**src/rtl/pdp8_run_ctrl.sv**
```systemverilog
// -----------------------------------------------------------------------------
// pdp8_run_ctrl
//
// Run controller for the PDP8 ISA-level model. After reset is released the
// CPU is held idle for START_DELAY+1 cycles. Then a single start pulse is
// issued together with the start PC. While the CPU runs, RUN cycles and
// completed instructions are counted. The run ends on HLT, or on watchdog
// expiry when that feature is compiled in.
//
// Optional feature macro: PDP8_RUN_WATCHDOG_EN
//   defined     : watchdog comparator and TIMEOUT state present
//   not defined : RUN exits only on halt or reset; timeout tied to 0
//
// Parameters
//   START_DELAY    cycles spent in WAIT after reset release (0 is legal)
//   PC_START       constant start address driven on start_pc
//   CNT_WIDTH      width of cycle_count and instr_count
//   WATCHDOG_LIMIT maximum RUN cycles before timeout (1 .. 2^CNT_WIDTH-1)
//
// Ports
//   clk          in   system clock
//   reset_n      in   synchronous active-low reset
//   halt         in   CPU executed HLT (level)
//   instr_done   in   one-cycle pulse per completed instruction
//   start        out  one-cycle start pulse to the CPU
//   start_pc     out  PC_START
//   run          out  high while running
//   done         out  sticky, run ended (halt or timeout)
//   timeout      out  sticky, run ended by the watchdog
//   cycle_count  out  RUN cycles, saturating
//   instr_count  out  instructions completed in RUN, saturating
// -----------------------------------------------------------------------------
module pdp8_run_ctrl #(
    parameter int          START_DELAY    = 16,
    parameter logic [11:0] PC_START       = 12'o0200,
    parameter int          CNT_WIDTH      = 32,
    parameter int          WATCHDOG_LIMIT = 500000
) (
    input  logic                 clk,
    input  logic                 reset_n,
    input  logic                 halt,
    input  logic                 instr_done,
    output logic                 start,
    output logic [11:0]          start_pc,
    output logic                 run,
    output logic                 done,
    output logic                 timeout,
    output logic [CNT_WIDTH-1:0] cycle_count,
    output logic [CNT_WIDTH-1:0] instr_count
);

`ifdef PDP8_RUN_WATCHDOG_EN
    typedef enum logic [2:0] {
        ST_WAIT    = 3'd0,
        ST_START   = 3'd1,
        ST_RUN     = 3'd2,
        ST_HALTED  = 3'd3,
        ST_TIMEOUT = 3'd4
    } state_t;
`else
    typedef enum logic [1:0] {
        ST_WAIT    = 2'd0,
        ST_START   = 2'd1,
        ST_RUN     = 2'd2,
        ST_HALTED  = 2'd3
    } state_t;
`endif

    // delay counter only needs to reach START_DELAY
    localparam int                   DLY_W    = (START_DELAY < 1) ? 1 : $clog2(START_DELAY + 1);
    localparam logic [DLY_W-1:0]     DLY_LAST = DLY_W'(START_DELAY);
    localparam logic [CNT_WIDTH-1:0] CNT_MAX  = {CNT_WIDTH{1'b1}};

    // Saturating increment: holds at all-ones instead of wrapping.
    function automatic logic [CNT_WIDTH-1:0] sat_inc(input logic [CNT_WIDTH-1:0] value);
        logic [CNT_WIDTH-1:0] result;
        if (value == CNT_MAX) begin
            result = value;
        end else begin
            result = value + CNT_WIDTH'(1);
        end
        return result;
    endfunction

    state_t                 state_r;
    state_t                 state_nxt_s;
    logic [DLY_W-1:0]       delay_cnt_r;
    logic [DLY_W-1:0]       delay_cnt_nxt_s;
    logic [CNT_WIDTH-1:0]   cycle_count_r;
    logic [CNT_WIDTH-1:0]   cycle_count_nxt_s;
    logic [CNT_WIDTH-1:0]   instr_count_r;
    logic [CNT_WIDTH-1:0]   instr_count_nxt_s;
    logic                   start_r;
    logic                   run_r;
    logic                   done_r;
    logic                   timeout_r;

`ifdef PDP8_RUN_WATCHDOG_EN
    // The hit is taken in the RUN cycle whose count is LIMIT-1, so the
    // count that is stored at the exit edge equals LIMIT exactly.
    localparam logic [CNT_WIDTH-1:0] WD_LAST = CNT_WIDTH'(WATCHDOG_LIMIT - 1);
    logic wd_hit_s;
    assign wd_hit_s = (cycle_count_r == WD_LAST);
`endif

    // Next-state, delay counter and run counters.
    always_comb begin
        state_nxt_s       = state_r;
        delay_cnt_nxt_s   = delay_cnt_r;
        cycle_count_nxt_s = cycle_count_r;
        instr_count_nxt_s = instr_count_r;
        case (state_r)
            ST_WAIT: begin
                if (delay_cnt_r == DLY_LAST) begin
                    state_nxt_s = ST_START;
                end else begin
                    delay_cnt_nxt_s = delay_cnt_r + DLY_W'(1);
                end
            end
            ST_START: begin
                state_nxt_s = ST_RUN;
            end
            ST_RUN: begin
                cycle_count_nxt_s = sat_inc(cycle_count_r);
                if (instr_done) begin
                    instr_count_nxt_s = sat_inc(instr_count_r);
                end else begin
                    instr_count_nxt_s = instr_count_r;
                end
                // halt has priority over a simultaneous watchdog hit
                if (halt) begin
                    state_nxt_s = ST_HALTED;
`ifdef PDP8_RUN_WATCHDOG_EN
                end else if (wd_hit_s) begin
                    state_nxt_s = ST_TIMEOUT;
`endif
                end else begin
                    state_nxt_s = ST_RUN;
                end
            end
            ST_HALTED: begin
                state_nxt_s = ST_HALTED;
            end
            default: begin
                state_nxt_s = state_r;
            end
        endcase
    end

    // State, counters and registered outputs (decoded from the next state).
    always_ff @(posedge clk) begin
        if (!reset_n) begin
            state_r       <= ST_WAIT;
            delay_cnt_r   <= '0;
            cycle_count_r <= '0;
            instr_count_r <= '0;
            start_r       <= 1'b0;
            run_r         <= 1'b0;
            done_r        <= 1'b0;
            timeout_r     <= 1'b0;
        end else begin
            state_r       <= state_nxt_s;
            delay_cnt_r   <= delay_cnt_nxt_s;
            cycle_count_r <= cycle_count_nxt_s;
            instr_count_r <= instr_count_nxt_s;
            start_r       <= (state_nxt_s == ST_START);
            run_r         <= (state_nxt_s == ST_RUN);
`ifdef PDP8_RUN_WATCHDOG_EN
            done_r        <= (state_nxt_s == ST_HALTED) || (state_nxt_s == ST_TIMEOUT);
            timeout_r     <= (state_nxt_s == ST_TIMEOUT);
`else
            done_r        <= (state_nxt_s == ST_HALTED);
            timeout_r     <= 1'b0;
`endif
        end
    end

    assign start       = start_r;
    assign start_pc    = PC_START;
    assign run         = run_r;
    assign done        = done_r;
    assign timeout     = timeout_r;
    assign cycle_count = cycle_count_r;
    assign instr_count = instr_count_r;

endmodule

```
**config.mk**
```make
export PLATFORM = sky130hd
export DESIGN_NAME = pdp8_run_ctrl
export DESIGN_NICKNAME = d
export VERILOG_FILES = /design/src/rtl/pdp8_run_ctrl.sv
export SDC_FILE = /design/constraint.sdc
export NUM_CORES = 1
export LEC_CHECK = 0
export CAP_MARGIN = 20
export CORE_ASPECT_RATIO = 0.5
export CORE_MARGIN = 1.5
export CORE_UTILIZATION = 42
export DETAILED_ROUTE_END_ITERATION = 7
export GPL_ROUTABILITY_DRIVEN = 0
export PLACE_DENSITY = 0.68
export SETUP_SLACK_MARGIN = 0.5
export SLEW_MARGIN = 20
export SYNTH_ARGS = -nofsm -noshare
export SYNTH_HDL_FRONTEND = slang
export SYNTH_SLANG_ARGS = --single-unit
```
**constraint.sdc**
```tcl
create_clock -name clk -period 2.3 [get_ports clk]
set_input_delay 0.575 -clock clk [delete_from_list [all_inputs] [get_ports clk]]
set_output_delay 0.575 -clock clk [all_outputs]
set_load 0.01 [all_outputs]
```
# After elaboration in Yosys (flattened, before gate mapping)
# Index checks and enable logic that the tools add are counted.
# W data, S select, Z words.
[op_classes]
n_addsub = 3
n_mul = 0
div_mod_pow = 0
n_lt_le_gt_ge = 0
n_eq_ne = 9
n_shift = 0
mux = 3
bitwise_logic = 3
reduce_logical = 4
[op_table]
columns = ["op", "count"]
rows = [
  ["$add A32 B1 Y32 const B", 2],
  ["$eq A32 B32 Y1 const B", 2],
  ["$eq A2 B2 Y1 const B", 4],
  ["$pmux W2 S4", 1],
  ["$add A5 B1 Y5 const B", 1],
  ["$eq A5 B5 Y1 const B", 1],
  ["$eq A2 B1 Y1 const B", 2],
  ["$reduce_and A2 Y1", 2],
  ["$not A1 Y1", 3],
  ["$reduce_and A3 Y1", 1],
  ["$logic_not A2 Y1", 1],
  ["$mux W2", 1],
  ["$mux W1", 1],
]
[word_totals]
regBits = 74
latch_bits = 0
mem_bits_rw = 0
mem_bits_ro = 0
inputBits = 4
out_inout_bits = 80
wordCells = 29
n_memories = 0

# Depth between registers and ports, before layout
[depth]
ltp_word = 4
ltp_mapped = 8
ltp_nobuf = 7

# Worst setup path after synthesis
# No wires, ideal clock.
[synth_path]
kind = "reg2reg"
from = "reg instr_count_r[0], in the netlist instr_count[0]"
to = "reg instr_count_r[0], in the netlist instr_count[0]"
setup_time_ns = 0.128
t_arrival_ns = 2.037
t_required_ns = 2.172
path_slack_ns = 0.135
path_stages_with_launch = 9
path_buffers = 2
path_cell_list = "dfxtp_1 > ha_1 > nand3_1 > or4_4 > o31ai_4 > buf_6 > buf_8 > xor2_1 > nor2_1"
[synth_between]
elab_chain_len = 3
elab_cells_between_ends = 4
classes_between = "add/sub: 1; eq/ne: 1; bitwise: 1; reduce/logical: 1"
[synth_lines]
columns = ["item", "line_no", "rtl"]
rows = [
  ["from (decl)", "91", "logic [CNT_WIDTH-1:0] instr_count_r;"],
  ["from (signal assigned)", "165", "instr_count_r <= instr_count_nxt_s;"],
  ["parallel branches: the longest is 3 deep, another holds $add A32 B1 Y32", "n/a", ""],
]
# Several ways; the timed one is not identified.
# A chain may end at the register's enable or synchronous reset.

# Final worst setup path
[layout_path]
from = "reg cycle_count_r[25], in the netlist cycle_count[25]"
to = "reg cycle_count_r[25], in the netlist cycle_count[25]"
[layout_between]
elab_chain_len = 3
elab_cells_between_ends = 4
classes_between = "add/sub: 1; eq/ne: 1; bitwise: 1; reduce/logical: 1"
[layout_lines]
columns = ["item", "line_no", "rtl"]
rows = [
  ["from (decl)", "89", "logic [CNT_WIDTH-1:0] cycle_count_r;"],
  ["from (signal assigned)", "164", "cycle_count_r <= cycle_count_nxt_s;"],
  ["parallel branches: the longest is 3 deep, another holds $add A32 B1 Y32", "n/a", ""],
]
# Several ways; the timed one is not identified.

==> flow_summary.html <==
<table>
<tr><th>Metric</th><th>Value</th></tr>
<tr><th colspan="2">Critical path</th></tr>
<tr><td>Critical Path Fanout Max</td><td>6</td></tr>
<tr><td>Worst r2r path cells</td><td>6</td></tr>
<tr><td>Crit path arrival time</td><td>2.22 ns</td></tr>
<tr><td>Reg-to-reg slack, setup</td><td>0.34 ns</td></tr>
<tr><td>Slowest CP cell</td><td>sky130_fd_sc_hd__or4_4</td></tr>
<tr><td>Source of the worst register-to-register timing path</td><td>cycle_count[25]</td></tr>
<tr><td>Required time reported for the critical path endpoint</td><td>2.56 ns</td></tr>
<tr><td>Longest individual stage delay on the worst path</td><td>0.47 ns</td></tr>
<tr><td>Series of cell instances along the critical path</td><td>and4_4 -&gt; and3_4 -&gt; a311o_1 -&gt; buf_6 -&gt; or4_4 -&gt; a21oi_1</td></tr>
<tr><td>Crit Path Class</td><td>flip-flop to flip-flop</td></tr>
<tr><td>Startpoint types</td><td>flip-flop</td></tr>
<tr><td>Capture point of the worst reg-to-reg path</td><td>cycle_count[25]</td></tr>
<tr><td>Endpoint class of the critical path</td><td>flip-flop</td></tr>
<tr><th colspan="2">Synthesis</th></tr>
<tr><td>Area fraction in compound gates after synthesis</td><td>16.3%</td></tr>
<tr><td>Count of different cell masters after synthesis</td><td>51</td></tr>
<tr><td>Share of synthesized area occupied by flip-flops and latches</td><td>39.2%</td></tr>
<tr><td>Synthesis-stage register bit count</td><td>74</td></tr>
<tr><td>Area share of xor/xnor cells in the synthesized design</td><td>3.94%</td></tr>
<tr><td>Main combinational cell family by area after synthesis</td><td>simple AND/OR/NAND/NOR gates</td></tr>
<tr><td>Top flip-flop cell by instance count after synthesis</td><td>sky130_fd_sc_hd__dfxtp_1</td></tr>
<tr><td>Synthesized area</td><td>3780 µm²</td></tr>
<tr><td>Mean area per synthesized cell</td><td>8.35 µm²</td></tr>
<tr><td>Post-Synthesis Cells</td><td>453</td></tr>
<tr><td>Async S/R FF share, synth</td><td>0%</td></tr>
<tr><td>Post-Synth Simple-Gate Area</td><td>31.1%</td></tr>
<tr><td>Post-synthesis share of cell area spent on full adders, half adders and majority gates</td><td>1.32%</td></tr>
<tr><td>Number of enable flip-flop cells after synthesis</td><td>0</td></tr>
<tr><td>YS warnings</td><td>0</td></tr>
<tr><td>Share of cell area taken by muxes after synthesis</td><td>1.85%</td></tr>
<tr><th colspan="2">Place</th></tr>
<tr><td>Post-DP HPWL</td><td>6460 µm</td></tr>
<tr><td>Placement-stage worst setup slack</td><td>-0.0132 ns</td></tr>
<tr><td>Port buffer count</td><td>70</td></tr>
<tr><th colspan="2">Route</th></tr>
<tr><td>Post-route ant nets</td><td>0</td></tr>
<tr><td>Vias after detailed routing</td><td>3935</td></tr>
<tr><td>Average wire length per cell after detail routing</td><td>15.6 µm</td></tr>
<tr><td>Routed vias/inst</td><td>5.61</td></tr>
<tr><td>Wirelength, routed</td><td>11000 µm</td></tr>
<tr><td>Pre-Repair DR Iteration Count</td><td>4</td></tr>
<tr><td>Detailed router's first-iteration violation count</td><td>172</td></tr>
<tr><td>DRC errors left</td><td>0</td></tr>
<tr><th colspan="2">Cells and area</th></tr>
<tr><td>Most common cell after layout, fill and taps aside</td><td>sky130_fd_sc_hd__dlygate4sd2_1</td></tr>
<tr><td>Area added between synthesis and finish</td><td>53.2%</td></tr>
<tr><td>Antenna diode instance count</td><td>0</td></tr>
<tr><td>Top library cells by usage in the layout, fill and taps aside</td><td>sky130_fd_sc_hd__dlygate4sd2_1, sky130_fd_sc_hd__buf_4, sky130_fd_sc_hd__dfxtp_2</td></tr>
<tr><td>Layout cell share with drive strength beyond 1</td><td>34.9%</td></tr>
<tr><td>Count of nets after finishing</td><td>588</td></tr>
<tr><th colspan="2">Outcome</th></tr>
<tr><td>Result of the run</td><td>finished, final reports clean</td></tr>
<tr><th colspan="2">Global routing</th></tr>
<tr><td>Aggregate global-route resource usage</td><td>22.5%</td></tr>
<tr><td>Antenna violations before repair</td><td>0</td></tr>
<tr><td>Vias in the first global route</td><td>3597</td></tr>
<tr><td>Pin count of the biggest net entering global routing</td><td>26</td></tr>
<tr><td>Overflow after GRT</td><td>0</td></tr>
<tr><td>First-pass GRT wire length</td><td>17100 µm</td></tr>
<tr><th colspan="2">Floorplanning</th></tr>
<tr><td>Die boundary width</td><td>137 µm</td></tr>
<tr><td>Cell row count</td><td>24</td></tr>
<tr><td># IOs</td><td>84</td></tr>
<tr><td>Std-Cell Core Area</td><td>8740 µm²</td></tr>
<tr><td>Effective utilization at floorplan</td><td>43.3%</td></tr>
<tr><td>Area of the die</td><td>9620 µm²</td></tr>
<tr><td>Vertical extent of the die</td><td>70.1 µm</td></tr>
<tr><th colspan="2">STA</th></tr>
<tr><td>Worst setup slack after layout</td><td>0.342 ns</td></tr>
<tr><td>Setup violations, final</td><td>0</td></tr>
<tr><td>Maximum frequency from static timing analysis</td><td>511 MHz</td></tr>
<tr><td>Part of the cycle the worst path needs</td><td>85.1%</td></tr>
<tr><td>Fin Clk Skew</td><td>0.00466 ns</td></tr>
<tr><td>Post-Route Setup TNS</td><td>0 ns</td></tr>
<tr><td>Hold Fails Final Rpt</td><td>0</td></tr>
<tr><td>RSZ-0062 raised after global routing</td><td>true</td></tr>
<tr><td>Final count of pins violating max slew</td><td>0</td></tr>
<tr><td>Final worst path period need</td><td>1.96 ns</td></tr>
<tr><th colspan="2">Clock network</th></tr>
<tr><td>Clock tree from TritonCTS</td><td>built</td></tr>
<tr><td>Sink Count</td><td>74</td></tr>
<tr><td># hold bufs at CTS</td><td>0</td></tr>
<tr><td>Number of buffers between clock root and the deepest sink</td><td>2</td></tr>
<tr><td>Clk slew on worst S/H paths</td><td>0.06 ns</td></tr>
<tr><td>Worst skew pair latency</td><td>0.33 ns</td></tr>
<tr><td>Clock buffers created by TritonCTS</td><td>9</td></tr>
<tr><td>Clock root buffer</td><td>sky130_fd_sc_hd__clkbuf_16</td></tr>
<tr><td>Number of levels in the clock H-tree</td><td>3</td></tr>
<tr><th colspan="2">Power</th></tr>
<tr><td>Power density relative to cell area</td><td>470 nW/µm²</td></tr>
<tr><td>IR drop worst, VDD</td><td>0.373 mV</td></tr>
<tr><td>Leakage power</td><td>0.00240 µW</td></tr>
<tr><th colspan="2">Min path</th></tr>
<tr><td>Hold WC Path Type</td><td>flip-flop to flip-flop</td></tr>
<tr><td>Hold_sp</td><td>instr_count[10]</td></tr>
<tr><td>Number of cells on the worst hold path</td><td>2</td></tr>
<tr><td>Endpoint of the worst hold path</td><td>instr_count[10]</td></tr>
<tr><th colspan="2">Job</th></tr>
<tr><td>Maximum capacitance violations</td><td>0</td></tr>
</table>
logic make-up (layout without fill, tap and decap cells):
logic type / count (synthesis) / after routing
adder cells (fa/ha/maj): 4 / 4
AND/OR/NAND/NOR: 208 / 208
AO/OA/AOI/OAI: 100 / 100
XOR/XNOR: 17 / 17
other: 2 / 13
buffers and inverters: 41 / 162
flip-flops: 74 / 74
multiplexers: 7 / 7
critical path, delay by kind of cell (launching register included):
kind / cells / cell delay [ns]
DFF: 1 / 0.36
buffers and inverters: 1 / 0.16
AOI/OAI and AO/OA: 2 / 0.52
and+or+nand+nor: 3 / 0.85
per-stage QoR:
stage | area (µm²) | total power [µW] | utilization [%] | hold WS (ns) | std cells
3_5_place_dp | 4710 | 1380 | 53.9 | 0.489 | 641
5_1_grt | 5800 | 2830 | 66.3 | 0.508 | 702
6_report | 5800 | 2730 | 66.3 | 0.487 | 702
2_1_floorplan | 3900 | 1370 | - | 0.471 | 464
3_3_place_gp | 4710 | 1380 | 53.9 | 0.485 | 641
4_1_cts | 5380 | 2760 | 61.6 | 0.496 | 689
per-layer routing:
layer | up-vias | global-route usage [%] | part of all wire, %
li1 | 1903 | - | -
met2 | 108 | 37.1 | 50
met1 | 1908 | 28.8 | 44
met4 | 0 | 8.07 | 1.5
met5 | - | 0 | 0
met3 | 16 | 5.30 | 4.6
cells in the mapped netlist, types with 2 or more instances:
| cell | number | share of area [%] |
|---|---|---|
| sky130_fd_sc_hd__a211oi_1 | 6 | 1.2 |
| sky130_fd_sc_hd__a21oi_1 | 37 | 4.9 |
| sky130_fd_sc_hd__a21oi_2 | 5 | 1.2 |
| sky130_fd_sc_hd__and2_1 | 3 | 0.50 |
| sky130_fd_sc_hd__and3_1 | 8 | 1.3 |
| sky130_fd_sc_hd__and4_1 | 7 | 1.6 |
| sky130_fd_sc_hd__buf_1 | 2 | 0.20 |
| sky130_fd_sc_hd__buf_2 | 4 | 0.53 |
| sky130_fd_sc_hd__buf_4 | 14 | 2.8 |
| sky130_fd_sc_hd__clkbuf_1 | 10 | 0.99 |
| sky130_fd_sc_hd__conb_1 | 2 | 0.20 |
| sky130_fd_sc_hd__dfxtp_1 | 74 | 39 |
| sky130_fd_sc_hd__ha_1 | 4 | 1.3 |
| sky130_fd_sc_hd__inv_1 | 8 | 0.79 |
| sky130_fd_sc_hd__mux2i_1 | 7 | 1.9 |
| sky130_fd_sc_hd__nand2_1 | 35 | 3.5 |
| sky130_fd_sc_hd__nand2b_1 | 7 | 1.2 |
| sky130_fd_sc_hd__nand3_1 | 26 | 3.4 |
| sky130_fd_sc_hd__nand4_1 | 22 | 3.6 |
| sky130_fd_sc_hd__nand4_2 | 3 | 0.99 |
| sky130_fd_sc_hd__nor2_1 | 29 | 2.9 |
| sky130_fd_sc_hd__nor3_1 | 9 | 1.2 |
| sky130_fd_sc_hd__nor4_1 | 8 | 1.3 |
| sky130_fd_sc_hd__o211ai_1 | 2 | 0.40 |
| sky130_fd_sc_hd__o21ai_0 | 19 | 2.5 |
| sky130_fd_sc_hd__o21ai_1 | 11 | 1.5 |
| sky130_fd_sc_hd__o21bai_1 | 3 | 0.60 |
| sky130_fd_sc_hd__o31ai_1 | 9 | 1.8 |
| sky130_fd_sc_hd__or2_2 | 2 | 0.33 |
| sky130_fd_sc_hd__or3_1 | 32 | 5.3 |
| sky130_fd_sc_hd__or4_1 | 10 | 2.0 |
| sky130_fd_sc_hd__xnor2_1 | 8 | 1.9 |
| sky130_fd_sc_hd__xor2_1 | 9 | 2.1 |
worst max path at each step:
stage	depth (start not counted)	start	to	slack [ns]
6_report	6	cycle_count[25]	cycle_count[25]	0.34
3_5_place_dp	7	instr_done	instr_count[28]	-0.01
5_1_grt	7	instr_count[5]	instr_count[5]	0.28
3_3_place_gp	7	instr_done	instr_count[28]	0.02
4_1_cts	8	instr_count[0]	instr_count[4]	0.36
2_1_floorplan	8	instr_count[1]	instr_count[0]	0.31
final cells by class:
cell class              instances  area [µm²]
fillers                       704        2940
multi-input cells             349        2470
flip-flops and latches         74        1580
repair buffers                137        1270
clock buffers                  15         298
well taps                     117         146
inverters                       9        33.8
clock inverters                 1        5.00
what timing repair did:
action | CTS | global route
cloned | 3 | 1
buffers inserted | 29 | 12
setup endpoints to repair | 116 | 55
pin swaps | 26 | 55
gates resized for setup | 130 | 83
state kept, by name (all words and copies together), names as in the netlist:
signal and count:
cycle_count 32, delay_cnt_r 5, done 1, instr_count 32, run 1, start 1
state_r 2
report_power, final:
group	switching, µW	internal (µW)	leakage (µW)
combinational	47.2	18.9	0.00162
clock	507	876	0.000152
sequential	5.05	1270	0.000627
No activity file was read; power rests on OpenSTA's default activity.
